### config.mk
export PLATFORM = sky130hd
export DESIGN_NAME = mask_write_arbiter_flat
export DESIGN_NICKNAME = d
export VERILOG_FILES = /design/src/rtl/mask_write_arbiter_if.sv /design/src/rtl/mask_write_arbiter.sv /design/src/flat_wrapper.sv
export SDC_FILE = /design/constraint.sdc
export NUM_CORES = 1
export LEC_CHECK = 0
export CAP_MARGIN = 10
export CORE_AREA = 2 2 62 64
export CTS_CLUSTER_DIAMETER = 100
export DETAILED_ROUTE_END_ITERATION = 8
export DIE_AREA = 0 0 64 66
export PLACE_DENSITY = 0.84
export REMOVE_ABC_BUFFERS = 1
export SKIP_CTS_REPAIR_TIMING = 1
export SYNTH_ARGS = -nofsm -noshare
export SYNTH_HDL_FRONTEND = slang
export SYNTH_SLANG_ARGS = --single-unit
export TNS_END_PERCENT = 20
### constraint.sdc
create_clock -name clk -period 5.8 [get_ports clk]
set_input_delay 1.16 -clock clk [delete_from_list [all_inputs] [get_ports clk]]
set_output_delay 1.16 -clock clk [all_outputs]
set_load 0.1 [all_outputs]
### src/rtl/mask_write_arbiter_if.sv
// Bundle between NUM_REQ mask producers, the arbiter and the mask register write port.
// Signal suffixes are from the arbiter's point of view.
interface mask_write_arbiter_if #(
  parameter int NUM_REQ = 4,
  parameter int MVL     = 16,
  parameter int VLW     = $clog2(MVL) + 1
);
  logic [NUM_REQ-1:0]     req_i;
  logic [NUM_REQ*VLW-1:0] req_vlr_i;
  logic [NUM_REQ-1:0]     bit_i;
  logic [NUM_REQ-1:0]     bit_valid_i;
  logic [NUM_REQ-1:0]     gnt_o;
  logic [NUM_REQ-1:0]     bit_ready_o;
  logic [NUM_REQ-1:0]     done_o;
  logic                   mv_w_o;
  logic [VLW-1:0]         mv_vlr_o;
  logic [1:0]             mv_wd_o;
  logic                   mv_busy_i;
  logic                   mv_ready_i;

  modport slave (
    input  req_i, req_vlr_i, bit_i, bit_valid_i, mv_busy_i, mv_ready_i,
    output gnt_o, bit_ready_o, done_o, mv_w_o, mv_vlr_o, mv_wd_o
  );

  modport master (
    output req_i, req_vlr_i, bit_i, bit_valid_i, mv_busy_i, mv_ready_i,
    input  gnt_o, bit_ready_o, done_o, mv_w_o, mv_vlr_o, mv_wd_o
  );
endinterface

### src/rtl/mask_write_arbiter.sv
// Arbitrates the mask-register write port among NUM_REQ producers and streams the winner's bits.
// Define MASK_ARB_FIXED_PRIO_EN for fixed lowest-index priority instead of round-robin.
module mwa_lane (
  input  logic gnt_i,
  input  logic can_acc_i,
  input  logic done_ev_i,
  output logic bit_ready_o,
  output logic done_o
);
  assign bit_ready_o = gnt_i & can_acc_i;
  assign done_o      = gnt_i & done_ev_i;
endmodule

module mask_write_arbiter #(
  parameter int NUM_REQ = 4,
  parameter int MVL     = 16,
  parameter int VLW     = $clog2(MVL) + 1
) (
  input logic                  clk,
  input logic                  rst_n,
  mask_write_arbiter_if.slave  bus
);
  localparam int IDX_W = $clog2(NUM_REQ);
  localparam logic [VLW-1:0] MVL_V = VLW'(MVL);

  typedef enum logic [1:0] {IDLE, START, XFER, WAIT} state_e;

  state_e             state_q, state_d;
  logic [NUM_REQ-1:0] gnt_q, gnt_d;
  logic [VLW-1:0]     vlr_q, vlr_d;
  logic [VLW-1:0]     cnt_q, cnt_d;
  logic               zdone_q, zdone_d;

  logic               win_vld;
  logic [IDX_W-1:0]   win_idx;
  logic [VLW-1:0]     win_vlr;
  logic               g_bit, g_vld;
  logic               can_acc, done_ev, mv_w, acc;
  logic [1:0]         wd;
  logic [NUM_REQ-1:0] rdy_w, done_w;

`ifdef MASK_ARB_FIXED_PRIO_EN
  always_comb begin
    win_vld = 1'b0;
    win_idx = '0;
    for (int i = NUM_REQ - 1; i >= 0; i--) begin
      if (bus.req_i[i]) begin
        win_vld = 1'b1;
        win_idx = IDX_W'(i);
      end
    end
  end
`else
  // ptr_q holds where the next search starts (last winner + 1)
  logic [IDX_W-1:0] ptr_q, ptr_d;

  always_comb begin
    win_vld = 1'b0;
    win_idx = '0;
    for (int k = 0; k < NUM_REQ; k++) begin
      int j;
      j = int'(ptr_q) + k;
      if (j >= NUM_REQ) j = j - NUM_REQ;
      if (!win_vld && bus.req_i[j]) begin
        win_vld = 1'b1;
        win_idx = IDX_W'(j);
      end
    end
  end

  always_comb begin
    ptr_d = ptr_q;
    if (state_q == IDLE && !zdone_q && win_vld && !bus.mv_busy_i)
      ptr_d = (win_idx == IDX_W'(NUM_REQ - 1)) ? '0 : win_idx + IDX_W'(1);
  end

  always_ff @(posedge clk or negedge rst_n) begin
    if (!rst_n) ptr_q <= '0;
    else        ptr_q <= ptr_d;
  end
`endif

  always_comb begin
    logic [VLW-1:0] raw;
    raw     = bus.req_vlr_i[win_idx*VLW +: VLW];
    win_vlr = (raw > MVL_V) ? MVL_V : raw;
  end

  assign g_bit = |(bus.bit_i & gnt_q);
  assign g_vld = |(bus.bit_valid_i & gnt_q);

  always_comb begin
    state_d = state_q;
    gnt_d   = gnt_q;
    vlr_d   = vlr_q;
    cnt_d   = cnt_q;
    zdone_d = 1'b0;
    mv_w    = 1'b0;
    wd      = 2'b00;
    can_acc = 1'b0;
    acc     = 1'b0;
    done_ev = 1'b0;
    case (state_q)
      IDLE: begin
        // A zero-length grant completes here; hold off arbitration so the requester can drop req
        if (zdone_q) begin
          done_ev = 1'b1;
          gnt_d   = '0;
        end else if (win_vld && !bus.mv_busy_i) begin
          gnt_d = NUM_REQ'(1) << win_idx;
          vlr_d = win_vlr;
          if (win_vlr == '0) zdone_d = 1'b1;
          else               state_d = START;
        end
      end
      START: begin
        mv_w    = 1'b1;
        cnt_d   = '0;
        state_d = XFER;
      end
      XFER: begin
        can_acc = (cnt_q < vlr_q);
        acc     = can_acc & g_vld;
        wd      = {acc, g_bit};
        if (acc) begin
          cnt_d = cnt_q + VLW'(1);
          if (cnt_q + VLW'(1) == vlr_q) state_d = WAIT;
        end
      end
      WAIT: begin
        if (bus.mv_ready_i && !bus.mv_busy_i) begin
          done_ev = 1'b1;
          gnt_d   = '0;
          state_d = IDLE;
        end
      end
      default: state_d = IDLE;
    endcase
  end

  always_ff @(posedge clk or negedge rst_n) begin
    if (!rst_n) begin
      state_q <= IDLE;
      gnt_q   <= '0;
      vlr_q   <= '0;
      cnt_q   <= '0;
      zdone_q <= 1'b0;
    end else begin
      state_q <= state_d;
      gnt_q   <= gnt_d;
      vlr_q   <= vlr_d;
      cnt_q   <= cnt_d;
      zdone_q <= zdone_d;
    end
  end

  for (genvar i = 0; i < NUM_REQ; i++) begin : g_lane
    mwa_lane u_lane (
      .gnt_i       (gnt_q[i]),
      .can_acc_i   (can_acc),
      .done_ev_i   (done_ev),
      .bit_ready_o (rdy_w[i]),
      .done_o      (done_w[i])
    );
  end

  assign bus.gnt_o       = gnt_q;
  assign bus.bit_ready_o = rdy_w;
  assign bus.done_o      = done_w;
  assign bus.mv_w_o      = mv_w;
  assign bus.mv_vlr_o    = vlr_q;
  assign bus.mv_wd_o     = wd;
endmodule

### src/flat_wrapper.sv
// flat-port wrapper written by rule: the top's interface ports become plain ports
module mask_write_arbiter_flat 
#(
  parameter int NUM_REQ = 4,
  parameter int MVL     = 16,
  parameter int VLW     = $clog2(MVL) + 1
)
  (clk, rst_n, bus_req_i, bus_req_vlr_i, bus_bit_i, bus_bit_valid_i, bus_mv_busy_i, bus_mv_ready_i, bus_gnt_o, bus_bit_ready_o, bus_done_o, bus_mv_w_o, bus_mv_vlr_o, bus_mv_wd_o);
  mask_write_arbiter_if #(.NUM_REQ(NUM_REQ), .MVL(MVL), .VLW(VLW)) bus_i ();
  input logic clk;
  input logic rst_n;
  input wire logic [$bits(bus_i.req_i)-1:0] bus_req_i;
  input wire logic [$bits(bus_i.req_vlr_i)-1:0] bus_req_vlr_i;
  input wire logic [$bits(bus_i.bit_i)-1:0] bus_bit_i;
  input wire logic [$bits(bus_i.bit_valid_i)-1:0] bus_bit_valid_i;
  input wire logic [$bits(bus_i.mv_busy_i)-1:0] bus_mv_busy_i;
  input wire logic [$bits(bus_i.mv_ready_i)-1:0] bus_mv_ready_i;
  output wire logic [$bits(bus_i.gnt_o)-1:0] bus_gnt_o;
  output wire logic [$bits(bus_i.bit_ready_o)-1:0] bus_bit_ready_o;
  output wire logic [$bits(bus_i.done_o)-1:0] bus_done_o;
  output wire logic [$bits(bus_i.mv_w_o)-1:0] bus_mv_w_o;
  output wire logic [$bits(bus_i.mv_vlr_o)-1:0] bus_mv_vlr_o;
  output wire logic [$bits(bus_i.mv_wd_o)-1:0] bus_mv_wd_o;
  assign bus_i.req_i = bus_req_i;
  assign bus_i.req_vlr_i = bus_req_vlr_i;
  assign bus_i.bit_i = bus_bit_i;
  assign bus_i.bit_valid_i = bus_bit_valid_i;
  assign bus_i.mv_busy_i = bus_mv_busy_i;
  assign bus_i.mv_ready_i = bus_mv_ready_i;
  assign bus_gnt_o = bus_i.gnt_o;
  assign bus_bit_ready_o = bus_i.bit_ready_o;
  assign bus_done_o = bus_i.done_o;
  assign bus_mv_w_o = bus_i.mv_w_o;
  assign bus_mv_vlr_o = bus_i.mv_vlr_o;
  assign bus_mv_wd_o = bus_i.mv_wd_o;
  mask_write_arbiter #(.NUM_REQ(NUM_REQ), .MVL(MVL), .VLW(VLW)) u_core (.clk(clk), .rst_n(rst_n), .bus(bus_i));
endmodule
# ---- Word-level counts from Yosys, hierarchy flattened
# Index checks and enable logic that the tools add are counted.
dict set report totals {
  reg_bits 19
  latchBits 0
  mem_bits_rw 0
  mem_bits_ro 0
  in_bits 36
  out_inout_bits 20
  n_memories 0
}
dict set report classes {
  add_sub_neg 9
  n_mul 1
  div 0
  n_lt_le_gt_ge 10
  n_eq_ne 12
  shift 2
  muxes 49
  n_bitwise 12
  n_reduce_logical 23
}
# op count
set ops {}
lappend ops {{$lt A32 B4 Y1 const B} 4}
lappend ops {{$mux W32} 4}
lappend ops {{$ge A32 B4 Y1 const B} 3}
lappend ops {{$sub A32 B4 Y32 const B} 3}
lappend ops {{$mux W2} 12}
lappend ops {{$mux W1} 20}
lappend ops {{$shiftx A20 B6 Y5} 1}
lappend ops {{$mux W4} 3}
lappend ops {{$mux W5} 2}
lappend ops {{$pmux W5 S2} 1}
lappend ops {{$and A1 B1 Y1} 9}
lappend ops {{$and A4 B4 Y4} 2}
lappend ops {{$bmux W1 S2} 4}
lappend ops {{$logic_and A1 B1 Y1} 8}
lappend ops {{$pmux W2 S4} 1}
lappend ops {{$pmux W4 S2} 1}
lappend ops {{$reduce_or A4 Y1} 2}
lappend ops {{$add A2 B2 Y3 const B} 2}
lappend ops {{$eq A2 B2 Y1 const B} 3}
lappend ops {{$ne A2 B1 Y1 const B} 3}
lappend ops {{$ne A2 B2 Y1 const B} 3}
lappend ops {{$reduce_and A3 Y1} 2}
lappend ops {{$reduce_and A6 Y1} 1}
lappend ops {{$add A5 B1 Y5 const B} 1}
lappend ops {{18 further kinds} 23}

# ---- Logic depth before layout (Yosys ltp)
# Gate-level depths: netlist (run 1).
dict set report depth {
  word_depth 24
  ltp_mapped 11
  mapped_depth_nobuf 10
}

# ---- Hierarchy
# Synthesis (run 1) repeated with hierarchy kept, for this count alone.
dict set report unflattened {
  hier_cells 189
  hier_area_um2 1644.1
}
# mod n_inst cells_each area_per_inst_um2 seq_area_each_um2
set modules_own_cells {}
lappend modules_own_cells {mask_write_arbiter 1 181 1594.0 475.5}
lappend modules_own_cells {mwa_lane 4 2 12.5 0.0}

# ---- Least setup slack after synthesis (run 1)
# Ideal clock, no wire load.
dict set report synth_path {
  path_type {register to output}
  startpoint {register u_core.vlr_q[1], in the netlist u_core.bus.mv_vlr_o[1]}
  endpoint {output port bus_mv_wd_o[1]}
  arrival_time_ns 2.939
  path_slack_ns 1.701
  stages_incl_launch_ff 10
  n_path_buf 1
  cell_sequence {dfrtp_1 inv_1 ha_1 nor2b_1 o21ai_1 nand2b_1 a311oi_1 nand2b_1 clkbuf_1 inv_1}
}
dict set report synth_between {
  elab_chain_len 3
}
# element line_no
set synth_rtl {}
lappend synth_rtl {{from (decl)} mask_write_arbiter.sv:30} ;# logic [VLW-1:0] vlr_q, vlr_d;
lappend synth_rtl {{from (signal assigned)} mask_write_arbiter.sv:151} ;# vlr_q <= vlr_d;
lappend synth_rtl {{$lt A5 B5 Y1} mask_write_arbiter.sv:122} ;# can_acc = (cnt_q < vlr_q);
lappend synth_rtl {{$and A1 B1 Y1} mask_write_arbiter.sv:123} ;# acc = can_acc & g_vld;
lappend synth_rtl {{$mux W2} mask_write_arbiter.sv:103} ;# case (state_q)
lappend synth_rtl {{to (decl)} flat_wrapper.sv:23} ;# output wire logic [$bits(bus_i.mv_wd_o)-1:0] bus_mv_wd_o;
# No other way between the ends.

# ---- Worst setup path in the final report (run 1)
dict set report layout_path {
  startpoint {input port bus_bit_valid_i[0]}
  endpoint {output port bus_mv_wd_o[1]}
}
dict set report layout_between {
  elab_chain_len 4
}
# element line_no
set layout_rtl {}
lappend layout_rtl {{from (decl)} flat_wrapper.sv:15} ;# input wire logic [$bits(bus_i.bit_valid_i)-1:0] bus_bit_valid_i;
lappend layout_rtl {{$and A4 B4 Y4} mask_write_arbiter.sv:90} ;# assign g_vld = |(bus.bit_valid_i & gnt_q);
lappend layout_rtl {{$reduce_or A4 Y1} mask_write_arbiter.sv:90}
lappend layout_rtl {{$and A1 B1 Y1} mask_write_arbiter.sv:123}
lappend layout_rtl {{$mux W2} mask_write_arbiter.sv:103}
# No other way between the ends.

==> results of run 1 <==
metrics by stage:
| stage | worst slack (ns) | hold slack [ns] | cell area [sq um] |
|---|---|---|---|
| finish | 1.07 | 0.521 | 2160 |
| floorplan | 1.70 | 0.472 | 1530 |
| detailed placement | 1.08 | 0.496 | 2140 |
| CTS | 1.07 | 0.521 | 2160 |
| global placement | 1.11 | 0.493 | 2140 |
| global route | 0.812 | 0.569 | 2160 |
cell type report:
cell class	instances	area, sq um	area share (%)
multi-input cells	136	1000	46.3
flip-flops and latches	19	475	22.0
inverters	13	48.8	2.26
repair buffers	55	551	25.4
clock buffers	4	26.3	1.21
well taps	48	60.1	2.78
cells in the mapped netlist (3+ instances only):
cell type	count	area (sq um)
nand2_1	21	78.8
dfrtp_1	19	475
ha_1	15	188
inv_1	13	48.8
mux2i_1	13	130
buf_4	12	90.1
and2_1	10	62.6
o21ai_0	10	50.1
o31ai_1	7	52.6
a21oi_1	6	30.0
mux2_2	6	67.6
nor2_1	6	22.5
nand2b_1	5	31.3
o21ai_1	5	25.0
nand3_1	4	20.0
nor2b_1	4	25.0
clkbuf_1	3	11.3
cell usage in the layout, fill, tap and decap left out, types with 7 or more instances in the layout:
| master | count |
|---|---|
| nand2_1 | 21 |
| clkdlybuf4s50_1 | 55 |
| ha_1 | 15 |
| inv_1 | 13 |
| and2_1 | 10 |
| mux2i_1 | 13 |
| o21ai_0 | 10 |
| o31ai_1 | 7 |
| dfrtp_1 | 19 |
worst max-delay path: stages:
cell	delay [ns]
clkdlybuf4s50_1	0.40
a22o_1	0.23
a221oi_1	0.31
nand2b_1	0.35
inv_1	0.14
clkdlybuf4s50_1	0.98
kinds of logic after synthesis:
| group | count (synthesis) | share of synthesized area [%] |
|---|---|---|
| AO/OA/AOI/OAI | 40 | 16.8 |
| XOR/XNOR | 4 | 2.12 |
| adder cells (fa/ha/maj) | 15 | 11.4 |
| buffers and inverters | 30 | 10.5 |
| flip-flops | 19 | 28.8 |
| multiplexers | 20 | 12.7 |
| AND/OR/NAND/NOR | 57 | 17.7 |
registers in the layout, summed over array words and instances, names as in the netlist:
signal and cells:
u_core.bus.gnt_o 4, u_core.bus.mv_vlr_o 5, u_core.cnt_q 5, u_core.ptr_q 2
u_core.state_q 2, u_core.zdone_q 1
power by group:
part / leakage [uW] / switching [uW] / internal (uW)
clock: 0.0000150 / 41.9 / 26.9
combinational: 0.000670 / 56.2 / 50.5
sequential: 0.000255 / 5.18 / 136
total: 0.000940 / 103 / 213
path summary, 6_finish.rpt:
check,startpoint,to,slack (ns),cells after the start
max,bus_bit_valid_i[0],bus_mv_wd_o[1],1.07,6
min,u_core.ptr_q[0],u_core.ptr_q[0],0.52,2
max reg2reg,u_core.bus.mv_vlr_o[1],u_core.cnt_q[4],3.30,10
min reg2reg,u_core.ptr_q[0],u_core.ptr_q[0],0.52,2
max in group asynchronous,rst_n,u_core.bus.gnt_o[2],3.97,1
min in group asynchronous,rst_n,u_core.cnt_q[0],1.32,1
routing by layer:
| layer | share of wire [%] | wire, microns | GRT usage (%) |
|---|---|---|---|
| met1 | 46 | 1570 | 21.8 |
| met2 | 46 | 1570 | 31.3 |
| met3 | 6.3 | 214 | 3.07 |
| met4 | 2.0 | 68 | 8.15 |
| met5 | 0 | 0 | 0 |
==> out/summary.txt, run 1 <==
Global placer's final weighted congestion = 0.790
Drt first pass iters = 4
Total congestion overflow = 0
NumNets Final = 279
Combined area of all synthesized cells = 1650 sq um
Via Count = 1,403
Core Box Area = 3550 sq um
DRC errors left = 0
Synth Register Bits = 19
Largest fanout on the critical path = 9
Number of sinks handled by clock tree synthesis = 19
Clock tree from TritonCTS = yes
Die footprint = 4220 sq um
Clock tree root driver cell = clkbuf_4
Initial Util = 46.5%
Cell count after placement = 271
Share of flip-flops with an asynchronous set or reset = 100%
TNS Setup = 0 ns
Count of yosys warnings during synthesis = 0
Critical path start-end classification = in -> out
Part of the Yosys area used for sequential elements = 28.8%
Pin count of the biggest net entering global routing = 20
Iteration-0 DRC Markers = 51
Measured slew at the worst slew-check pin = 0.983 ns
Via count of the first global-routing pass = 1,349
Endpoint required time on the critical path = 4.64 ns
Buffers on Ports = 55
Total number of H-tree levels = 1
Slew HR = 34.2%
Dominant synthesized flop cell = dfrtp_1
Count of distinct cell types in the synthesized netlist = 37
Wire length of the first global-routing pass = 5980 microns
Total power divided by cell area = 146 nW/um^2
Number of flops mapped to enable cells by yosys = 0
Layout cells sized above 1 = 5.73%
Remaining antenna violation count = 0
Final number of setup-violating endpoints = 0
Worst Skew = 0.00520 ns
Routed WL per cell = 12.4 microns
Critical Path Start Type = input pin
Number of antenna repair diodes = 0
GR Util All Layers = 18.0%
Height of the chip = 66 microns
Average cell area after synthesis = 8.92 sq um
HPWL Detailed = 2790 microns
Final critical path time including I/O delays and setup = 4.73 ns
Mapped Cells = 185
Leakage = 0.000940 uW
Initial antenna violation count = 0
Clock slew at reported path FFs = 0.10 ns
Fill cell count = 322
Final non-filler cell total = 275
Class of the worst hold path = reg -> reg
Total CTS buffers = 3
Growth of design area from synthesis to finish = 31.1%
Total power draw = 317 uW
Peak supply drop = 0.0667 mV
Utilization of the core after routing = 60.9%
Pins over their slew limit = 0
Endpoint arrival time on the critical path = 3.57 ns
Unrepaired setup endpoints after global routing = false
IO Pins = 56
Worst-skew pair later-pin latency = 0.31 ns
Drt via density = 5.10
Cell row count = 22
Capturing element type of the critical path = primary output
FMAX = 212 MHz
Maximum clock insertion buffer count = 2
Outcome = complete, no violations
Post-Route WL = 3420 microns
Horizontal die dimension = 64 microns
Total count of hold-check failures in the final report = 0
Period Utilization, post-route = 81.5%
Max-cap viol count = 0
Note: power is estimated with default switching activity, not from simulation.
==> run 2: changes to the inputs <==
CORE_AREA = 2 2 67 69   (was 2 2 62 64)
DIE_AREA = 0 0 69 71   (was 0 0 64 66)
PLACE_DENSITY = 0.76   (was 0.84)
clock period = 4.1 ns   (was 5.8 ns; I/O delays follow)
==> run 2 against run 1 <==
Effect of this change: utilization is 9.5 points lower; sequential share of layout area hardly changed; sequential power is 42% higher; combinational power is 42% higher; die area is 16% higher; design area hardly changed; critical path depth is 3 higher; count of clock-buffer cells in the layout stayed put; setup slack worse by 0.52 ns; largest cell class unchanged; largest power group unchanged.
==> out/summary.txt, run 2 (synthesis gave the netlist of run 1 again) <==
FMAX = 282 MHz
TNS Setup = 0 ns (unchanged)
Pins over their slew limit = 0 (unchanged)
Slowest stage cell on the critical path = a311oi_1
Clock tree root driver cell = clkbuf_8
List of cells traversed by the critical path = inv_1 > ha_1 > nor2b_1 > o21ai_1 > nand2b_1 > a311oi_1 > nand2b_1 > inv_1 > buf_4
Unrepaired setup endpoints after global routing = false
Layout cells sized above 1 = 10.1% (+4.4 points)
Drt via density = 5.15 (+0.95%)
Maximum clock insertion buffer count = 2 (unchanged)
Via Count = 1,437 (+2.4%)
Leakage = 0.000969 uW (+3.0%)
Global placer's final weighted congestion = 0.859 (+8.8%)
R2r endpoint = u_core.cnt_q[4]
Drt first pass iters = 4 (unchanged)
HPWL Detailed = 2870 microns (+2.6%)
Die footprint = 4900 sq um (+16%)
Post-Route WL = 3550 microns (+3.7%)
Horizontal die dimension = 69 microns (+7.8%)
Cell row count = 24 (+9.1%)
Iteration-0 DRC Markers = 66 (+29%)
Crit path from = u_core.bus.mv_vlr_o[1]
Class of the worst hold path = reg -> reg
Capturing element type of the critical path = primary output
NumNets Final = 279 (unchanged)
Wire length of the first global-routing pass = 5900 microns (-1.3%)
Buffers on Ports = 55 (unchanged)
Register cell area after layout = 475 sq um (unchanged)
Initial antenna violation count = 0 (unchanged)
Most frequent cells in the layout = clkdlybuf4s50_1, nand2_1, dfrtp_1
Outcome = complete, no violations
Clock tree from TritonCTS = yes
Remaining antenna violation count = 0 (unchanged)
Core Box Area = 4200 sq um (+18%)
Final number of setup-violating endpoints = 0 (unchanged)
Number of sinks handled by clock tree synthesis = 19 (unchanged)
Commonest non-fill, non-tap cell in the layout = clkdlybuf4s50_1
Endpoint arrival time on the critical path = 2.73 ns (-0.84 ns)
Worst-case register-to-register setup slack = 1.47 ns (-1.83 ns)
Final critical path time including I/O delays and setup = 3.55 ns
Measured slew at the worst slew-check pin = 0.974 ns (-0.00903 ns)
Endpoint required time on the critical path = 3.28 ns (-1.36 ns)
Multi-input gate area = 1000 sq um (unchanged)
Worst Skew = 0.00166 ns (-0.00354 ns)
Final non-filler cell total = 279 (+1.5%)
Worst-skew pair later-pin latency = 0.26 ns (-0.05 ns)
DRC errors left = 0 (unchanged)
GR Util All Layers = 14.6% (-3.4 points)
Hold Path Depth = 2 (unchanged)
Total congestion overflow = 0 (unchanged)
Slew HR = 34.8% (+0.60 points)
Total count of hold-check failures in the final report = 0 (unchanged)
Initial Util = 39.3% (-7.2 points)
Pin count of the biggest net entering global routing = 20 (unchanged)
Kind of cell adding the most delay to the critical path = compound AO/OA/AOI/OAI gates
Worst-case setup margin in the final layout = 0.549 ns (-0.523 ns)
Largest fanout on the critical path = 9 (unchanged)
Fill cell count = 398 (+24%)
Clock slew at reported path FFs = 0.07 ns (-0.03 ns)
Launch point of the worst reg-to-reg path = u_core.bus.mv_vlr_o[1]
Peak supply drop = 0.110 mV (+65%)
Critical path start-end classification = reg -> out
Total CTS buffers = 3 (unchanged)
Cell count along the critical path = 9 (+3)
Height of the chip = 71 microns (+7.6%)
Routed WL per cell = 12.7 microns (+2.2%)
Critical Path Start Type = flip-flop
Total power divided by cell area = 224 nW/um^2 (+53%)
Max-cap viol count = 0 (unchanged)
Period Utilization, post-route = 86.6%
Growth of design area from synthesis to finish = 31.0% (about the same)
Worst setup path endpoint = bus_mv_wd_o[1]
Reg2reg path depth = 10 (unchanged)
Buffer and inverter count on the worst path = 3 (unchanged)
Cell count after placement = 275 (+1.5%)
Via count of the first global-routing pass = 1,352 (+0.22%)
Total number of H-tree levels = 1 (unchanged)
Number of antenna repair diodes = 0 (unchanged)
IO Pins = 56 (unchanged)
Worst stage delay on the critical path = 0.56 ns (-0.42 ns)
Pre-CTS worst setup slack = 0.751 ns (-0.326 ns)
[run 2: cell count changes in the layout (fill, tap and decap cells not counted)]
cell,delta
clkdlybuf4s50_1,-10
buf_4,+10
clkbuf_8,+3
clkbuf_4,-3
[run 2: routing by layer]
| layer | wire length (microns) | track usage, % | share of wire (%) |
|---|---|---|---|
| met5 | 0 | 0 | 0 |
| met2 | 1690 | 25.6 | 48 |
| met4 | 49 | 5.45 | 1.4 |
| met1 | 1590 | 18.1 | 45 |
| met3 | 226 | 2.56 | 6.4 |
[run 2: where the power goes]
part | leakage, uW | switching, uW | internal [uW]
Clock | 0.0000228 | 64.6 | 69.2
Sequential | 0.000255 | 7.38 | 192
Combinational | 0.000691 | 79.9 | 71.7
[run 2: how the worst min path moves through the flow]
stage                          startpoint              end  slack, ns
after floorplan           u_core.ptr_q[0]  u_core.ptr_q[0]       0.47
after global placement    u_core.ptr_q[0]  u_core.ptr_q[0]       0.50
after detailed placement  u_core.ptr_q[0]  u_core.ptr_q[0]       0.50
after CTS                 u_core.ptr_q[0]  u_core.ptr_q[0]       0.52
after global routing      u_core.cnt_q[4]  u_core.cnt_q[4]       0.57
final                     u_core.ptr_q[0]  u_core.ptr_q[0]       0.52
[run 2: layout make-up]
type,instances,share of cell area [%]
Timing Repair Buffer,55,24.3
Tap cell,52,3.01
Sequential cell,19,22.0
Multi-Input combinational cell,136,46.4
Inverter,13,2.26
Clock buffer,4,2.08
[run 2: worst min-delay path: cells and delay by family, from the launching register on]
family,cells,cell delay (ns)
and+or+nand+nor,1,0.05
DFF,1,0.37
AOI/OAI and AO/OA,1,0.06
[run 2: per-stage QoR]
stage	util [%]	hold slack [ns]	area (sq um)	power, uW
floorplan	-	0.472	1530	293
global placement	50.4	0.500	2120	353
detailed placement	50.4	0.505	2120	355
CTS	51.4	0.521	2160	488
global route	51.4	0.572	2160	511
finish	51.4	0.518	2160	485
